===== src/rtl/display_pkg.sv =====
// Shared types and helpers for the scanned seven-segment display blocks.
package display_pkg;
  localparam int BCD_W      = 4;
  localparam int DIGITS_MAX = 8;
  localparam int IDX_W      = $clog2(DIGITS_MAX);

  localparam logic [DIGITS_MAX-1:0] ANODE_OFF = '1;

  typedef logic [IDX_W-1:0]                   digit_idx_t;
  typedef logic [DIGITS_MAX-1:0][BCD_W-1:0]   digit_vec_t;
  typedef enum logic { ST_BLANK, ST_DRIVE }   scan_state_t;

  // Bit i set when digits n-1..i are all zero; digit 0 always stays visible.
  function automatic logic [DIGITS_MAX-1:0] lzb_mask(input digit_vec_t digits, input int n);
    logic nz;
    lzb_mask = '0;
    nz       = 1'b0;
    for (int i = DIGITS_MAX-1; i >= 1; i--) begin
      if (i < n) begin
        nz          = nz | (digits[i] != '0);
        lzb_mask[i] = ~nz;
      end
    end
  endfunction
endpackage


===== src/rtl/display_scan_mux_if.sv =====
// Digit input / scan output bundle between the display counter and the mux.
interface display_scan_mux_if #(parameter int DIGITS = 4);
  import display_pkg::*;

  logic                      Enable;
  logic                      LzbEn;
  logic [BCD_W*DIGITS-1:0]   Digits;
  logic [BCD_W-1:0]          BCD;
  logic [DIGITS-1:0]         Anodes;
  logic                      FrameStart;

  modport master (output Enable, LzbEn, Digits, input  BCD, Anodes, FrameStart);
  modport slave  (input  Enable, LzbEn, Digits, output BCD, Anodes, FrameStart);
endinterface


===== src/rtl/scan_tick_gen.sv =====
// Slot prescaler for scanned displays: counts 0..SCAN_DIV-1, flags the wrap
// and whether the slot is still inside its blanking window.
module scan_tick_gen
  import display_pkg::*;
#(
  parameter  int SCAN_DIV     = 50000,
  parameter  int BLANK_CYCLES = 500,
  localparam int CNT_W        = $clog2(SCAN_DIV)
) (
  input  logic             Clk,
  input  logic             Rst,
  output logic [CNT_W-1:0] slot_cnt,
  output logic             slot_wrap,
  output logic             blank
);
  scan_state_t      state, state_nxt;
  logic [CNT_W-1:0] cnt_nxt;

  // State is decoded from the next count so it stays aligned with slot_cnt.
  always_comb begin
    slot_wrap = 1'b0;
    cnt_nxt   = slot_cnt;
    state_nxt = state;
    slot_wrap = (slot_cnt == CNT_W'(SCAN_DIV-1));
    cnt_nxt   = slot_wrap ? '0 : slot_cnt + CNT_W'(1);
    state_nxt = (cnt_nxt < CNT_W'(BLANK_CYCLES)) ? ST_BLANK : ST_DRIVE;
  end

  always_ff @(posedge Clk) begin
    if (Rst) begin
      slot_cnt <= '0;
      state    <= ST_BLANK;
    end else begin
      slot_cnt <= cnt_nxt;
      state    <= state_nxt;
    end
  end

  assign blank = (state == ST_BLANK);
endmodule


===== src/rtl/display_scan_mux.sv =====
// Time-multiplexed digit scanner: per-frame digit snapshot, registered BCD out,
// and anode enables delayed to line up with the registered segment converter.
module display_scan_mux
  import display_pkg::*;
#(
  parameter int DIGITS       = 4,
  parameter int SCAN_DIV     = 50000,
  parameter int BLANK_CYCLES = 500
) (
  input  logic                Clk,
  input  logic                Rst,
  display_scan_mux_if.slave   bus
);
  localparam int CNT_W = $clog2(SCAN_DIV);

  logic [CNT_W-1:0]          slot_cnt;
  logic                      slot_wrap, blank;
  digit_idx_t                idx;
  logic [BCD_W*DIGITS-1:0]   shadow, cur;
  digit_vec_t                cur_x;
  logic [DIGITS_MAX-1:0]     lzb, an_raw_x;
  logic [DIGITS-1:0]         an_raw, an_d1, anodes_q;
  logic [BCD_W-1:0]          bcd_q;
  logic                      frame_start, lit;

  scan_tick_gen #(
    .SCAN_DIV     (SCAN_DIV),
    .BLANK_CYCLES (BLANK_CYCLES)
  ) u_tick (
    .Clk       (Clk),
    .Rst       (Rst),
    .slot_cnt  (slot_cnt),
    .slot_wrap (slot_wrap),
    .blank     (blank)
  );

  // On the latch cycle the incoming Digits are used directly, so digit 0 of a
  // new frame already reflects the captured value.
  always_comb begin
    frame_start = ~Rst & (slot_cnt == '0) & (idx == '0);
    cur         = frame_start ? bus.Digits : shadow;
    cur_x       = '0;
    for (int i = 0; i < DIGITS; i++) cur_x[i] = cur[i*BCD_W +: BCD_W];
    lzb         = bus.LzbEn ? lzb_mask(cur_x, DIGITS) : '0;
    lit         = bus.Enable & ~blank & ~lzb[idx];
    an_raw_x    = ANODE_OFF;
    if (lit) an_raw_x[idx] = 1'b0;
    an_raw      = an_raw_x[DIGITS-1:0];
  end

  always_ff @(posedge Clk) begin
    if (Rst) begin
      idx      <= '0;
      shadow   <= '0;
      bcd_q    <= '0;
      an_d1    <= ANODE_OFF[DIGITS-1:0];
      anodes_q <= ANODE_OFF[DIGITS-1:0];
    end else begin
      if (slot_wrap) idx <= (idx == digit_idx_t'(DIGITS-1)) ? '0 : idx + digit_idx_t'(1);
      if (frame_start) shadow <= bus.Digits;
      bcd_q    <= cur_x[idx];
      an_d1    <= an_raw;
      anodes_q <= an_d1;
    end
  end

  assign bus.BCD        = bcd_q;
  assign bus.Anodes     = anodes_q;
  assign bus.FrameStart = frame_start;
endmodule


===== src/flat_wrapper.sv =====
// flat-port wrapper written by rule: the top's interface ports become plain ports
module display_scan_mux_flat import display_pkg::*;
#(
  parameter int DIGITS       = 4,
  parameter int SCAN_DIV     = 50000,
  parameter int BLANK_CYCLES = 500
)
  (Clk, Rst, bus_Enable, bus_LzbEn, bus_Digits, bus_BCD, bus_Anodes, bus_FrameStart);
  display_scan_mux_if #(.DIGITS(DIGITS)) bus_i ();
  input  logic Clk;
  input  logic Rst;
  input wire logic [$bits(bus_i.Enable)-1:0] bus_Enable;
  input wire logic [$bits(bus_i.LzbEn)-1:0] bus_LzbEn;
  input wire logic [$bits(bus_i.Digits)-1:0] bus_Digits;
  output wire logic [$bits(bus_i.BCD)-1:0] bus_BCD;
  output wire logic [$bits(bus_i.Anodes)-1:0] bus_Anodes;
  output wire logic [$bits(bus_i.FrameStart)-1:0] bus_FrameStart;
  assign bus_i.Enable = bus_Enable;
  assign bus_i.LzbEn = bus_LzbEn;
  assign bus_i.Digits = bus_Digits;
  assign bus_BCD = bus_i.BCD;
  assign bus_Anodes = bus_i.Anodes;
  assign bus_FrameStart = bus_i.FrameStart;
  display_scan_mux #(.DIGITS(DIGITS), .SCAN_DIV(SCAN_DIV), .BLANK_CYCLES(BLANK_CYCLES)) u_core (.Clk(Clk), .Rst(Rst), .bus(bus_i));
endmodule

===== config.mk =====
export PLATFORM = sky130hd
export DESIGN_NAME = display_scan_mux_flat
export DESIGN_NICKNAME = d
export VERILOG_FILES = /design/src/rtl/display_pkg.sv /design/src/rtl/display_scan_mux_if.sv /design/src/rtl/scan_tick_gen.sv /design/src/rtl/display_scan_mux.sv /design/src/flat_wrapper.sv
export SDC_FILE = /design/constraint.sdc
export NUM_CORES = 1
export LEC_CHECK = 0
export ABC_AREA = 1
export CAP_MARGIN = 10
export CORE_MARGIN = 4
export CORE_UTILIZATION = 27
export DETAILED_ROUTE_END_ITERATION = 8
export DONT_BUFFER_PORTS = 1
export GPL_ROUTABILITY_DRIVEN = 0
export SLEW_MARGIN = 20
export SYNTH_ARGS = -nofsm -noshare
export SYNTH_HDL_FRONTEND = slang
export SYNTH_SLANG_ARGS = --single-unit

===== constraint.sdc =====
create_clock -name Clk -period 3 [get_ports Clk]
set_input_delay 0.6 -clock Clk [delete_from_list [all_inputs] [get_ports Clk]]
set_output_delay 0.6 -clock Clk [all_outputs]
set_load 0.02 [all_outputs]

==> reports/results.tsv <==
stage	metric	value	unit
status	outcome	finished, final reports clean	
route	via_count	2018	
timing	slew_violations	0	
clock_network	cts.sinks	48	
synth	ys_ff_latch	48	
worst_setup_path	cp_num_buf_inv	2	
global_routing	grt_max_degree	42	
synth	syn_inst	338	
worst_setup_path	crit_required	2.40	ns
timing	tns	0	ns
flow_run	max-cap-violations	0	
placed_design	place_area	0.00254	mm2
route	ant_nets	0	
global_routing	antenna_found_initial	0	
final_layout	n_antenna_cell	0	
clock_network	cts_tree	built	
worst_setup_path	cp_cell_sequence	inv_1, ha_1, nand3_1, inv_1, nand2_2, nor2_4	
hold_path	hp-class	input port to flop	
placed_design	io_buffers	0	
route	firstDrtPassIters	4	
global_routing	first_global_vias	1941	
synth	synth_top_area_share	39.5	%
worst_setup_path	cp-end-kind	output pin	
final_layout	final_area	0.00266	mm2
clock_network	cts_resized	0	
synth	ys_warn_count	0	
clock_network	cts-root-buf	clkbuf_8	
die	die_w	103	um
final_layout	synthToLayoutAreaGrowth	9.21	%
die	coreArea	0.00872	mm2
power	ir_drop	0.178	mV
global_routing	grt_overflow_total	0	
final_layout	fin_nets	364	
synth	yosys-top-cells-count	nor2_1 (63), nand2_1 (58), inv_1 (56)	
worst_setup_path	cp_slowest_cell	dfxtp_1	
die	dieArea	0.0106	mm2
final_layout	layout-drive-gt1-share	12.6	%
synth	synth.net_count	362	
die	die_h	103	um
clock_network	clockBufferDepth	2	
synth	synth.area.top_cells	dfxtp_1 (40%), nor2_1 (9.7%), nand2_1 (9.0%)	
synth	synth_edf_count	0	
route	drtIter0Drc	95	
clock_network	cts_buffers	5	
worst_setup_path	critPathMaxFanout	5	
timing	tightestPinTransition	0.360	ns
clock_network	postCtsSetupBuffers	0	
final_layout	fin_cells	449	
worst_setup_path	cpPeakStageDelay	0.35	ns
synth	ys.flop_type	dfxtp_1	
synth	yosysUniqueCellTypes	33	
final_layout	fin_util	30.4	%
synth	yosys.area.top_type	dfxtp_1	
timing	period_share	75.5	%
timing	relSlewSlack	75.8	%
die	io_pins	29	
clock_network	clkTransAtPathRegs	0.09	ns
placed_design	dp_cells	441	
clock_network	cts_hold_buffers	0	
worst_setup_path	cp_common_cell	inv_1	
route	wl	5380	um
synth	syn_area	0.00243	mm2
timing	hold_viol_final	0	
synth	ys_seq_area_share	39.5	%
timing	rsz0062_at_grt	no	
worst_setup_path	cp_top_family	simple AND/OR/NAND/NOR gates	
timing	fmax	441	MHz
timing	setup_violations	0	
global_routing	grt_pass1_wl	8950	um
clock_network	cts_max_level	2	
placed_design	place_hpwl	4280	um
worst_setup_path	start_kind	flop	
die	start_util	27.9	%
power	pwr_density_cell	494	mW/mm2
worst_setup_path	path_class	flop to output pin	
timing	holdWs	0.351	ns
route	post_drt_wl_per_cell	12.0	um
synth	synthArstFlopShare	0	%
route	viasPerCell	4.49	
timing	finClkSkew	0.00494	ns
timing	period_needed	2.27	ns
die	num_rows	34	
worst_setup_path	cp.arrival	1.67	ns
synth	synth.most_common_cell	nor2_1	
power	leakage	1.15	nW
clock_network	clk_latency	0.31	ns
global_routing	grt_usage	10.8	%
route	drc	0	
synth	avgSynthCellArea	7.19	um2
power breakdown:
| part | leakage (nW) | internal (mW) | switching, mW |
|---|---|---|---|
| registers | 0.391 | 0.665 | 0.0171 |
| clock network | 0.0548 | 0.251 | 0.229 |
| logic | 0.701 | 0.0525 | 0.0974 |
through the flow:
step                      worst slack, ns  power (mW)
after floorplan                      1.15       0.825
after detailed placement             1.01       0.848
after global placement               1.07       0.846
after global routing                0.578        1.39
final                               0.735        1.31
after CTS                           0.707        1.33
state kept, by name, summed over array words and instances (netlist names):
name and cells:
u_core.bus.Anodes 4, u_core.shadow 16, u_core.bus.BCD 4, u_core.idx 3, u_core.u_tick.state 1, u_core.u_tick.slot_cnt 16, u_core.an_d1 4
cells by family after synthesis:
logic type / count (synthesis) / share of synthesized area [%]
DFF: 48 / 39.5
xor gates and xnor gates: 5 / 1.80
and+or+nand+nor: 193 / 40.0
buffers and inverters: 63 / 10.0
adders and majority gates: 4 / 2.06
AOI/OAI and AO/OA: 25 / 6.54
path summary, 6_finish.rpt:
path	startpoint	to	slack, ns	depth (start not counted)
min reg2reg	u_core.an_d1[0]$_SDFF_PP1_	u_core.bus.Anodes[0]$_SDFF_PP1_	0.42	1
max	u_core.idx[0]$_SDFFE_PP0N_	bus_FrameStart	0.73	6
max reg2reg	u_core.idx[0]$_SDFFE_PP0N_	u_core.an_d1[0]$_SDFF_PP1_	1.02	13
min	Rst	u_core.u_tick.slot_cnt[2]$_SDFF_PP0_	0.35	1
layer usage:
| metal | track usage [%] | vias up | part of all wire (%) |
|---|---|---|---|
| met4 | 3.09 | 0 | 0.63 |
| met2 | 17.2 | 58 | 46 |
| li1 | - | 1066 | - |
| met5 | 0 | - | 0 |
| met3 | 2.91 | 5 | 8.2 |
| met1 | 14.3 | 889 | 45 |
cell type report:
type                            instances  area (um2)
Clock buffer                            5        68.8
Clock inverter                          3        46.3
Fill cell                             941        6070
Inverter                               58         218
Multi-Input combinational cell        227        1230
Sequential cell                        48         961
Tap cell                              108         135
cell usage in the layout (no fill, tap or decap):
cell        count
nand3b_1        1
o21ai_0         2
inv_2           2
nand3_4         2
clkinvlp_4      1
o22ai_2         1
nor2_8          1
nand3_1        22
nor2_1         63
nand3_2         2
nor2_4          9
nor3_1          5
bufinv_16       1
inv_1          56
o21ai_2         1
nand2_1        58
o22ai_1         7
and2_4          1
o21bai_2        1
a21oi_1         2
clkbuf_8        5
or2_2           4
nand2_2         6
dfxtp_1        48
inv_6           1
nor2_2          3
nand2_4         2
nand4_1        13
o21bai_1        1
o211ai_1        1
and3_1          1
o21ai_1         8
xor2_1          5
ha_1            4
a211oi_1        1
Note: power is estimated with default switching activity, not from simulation.
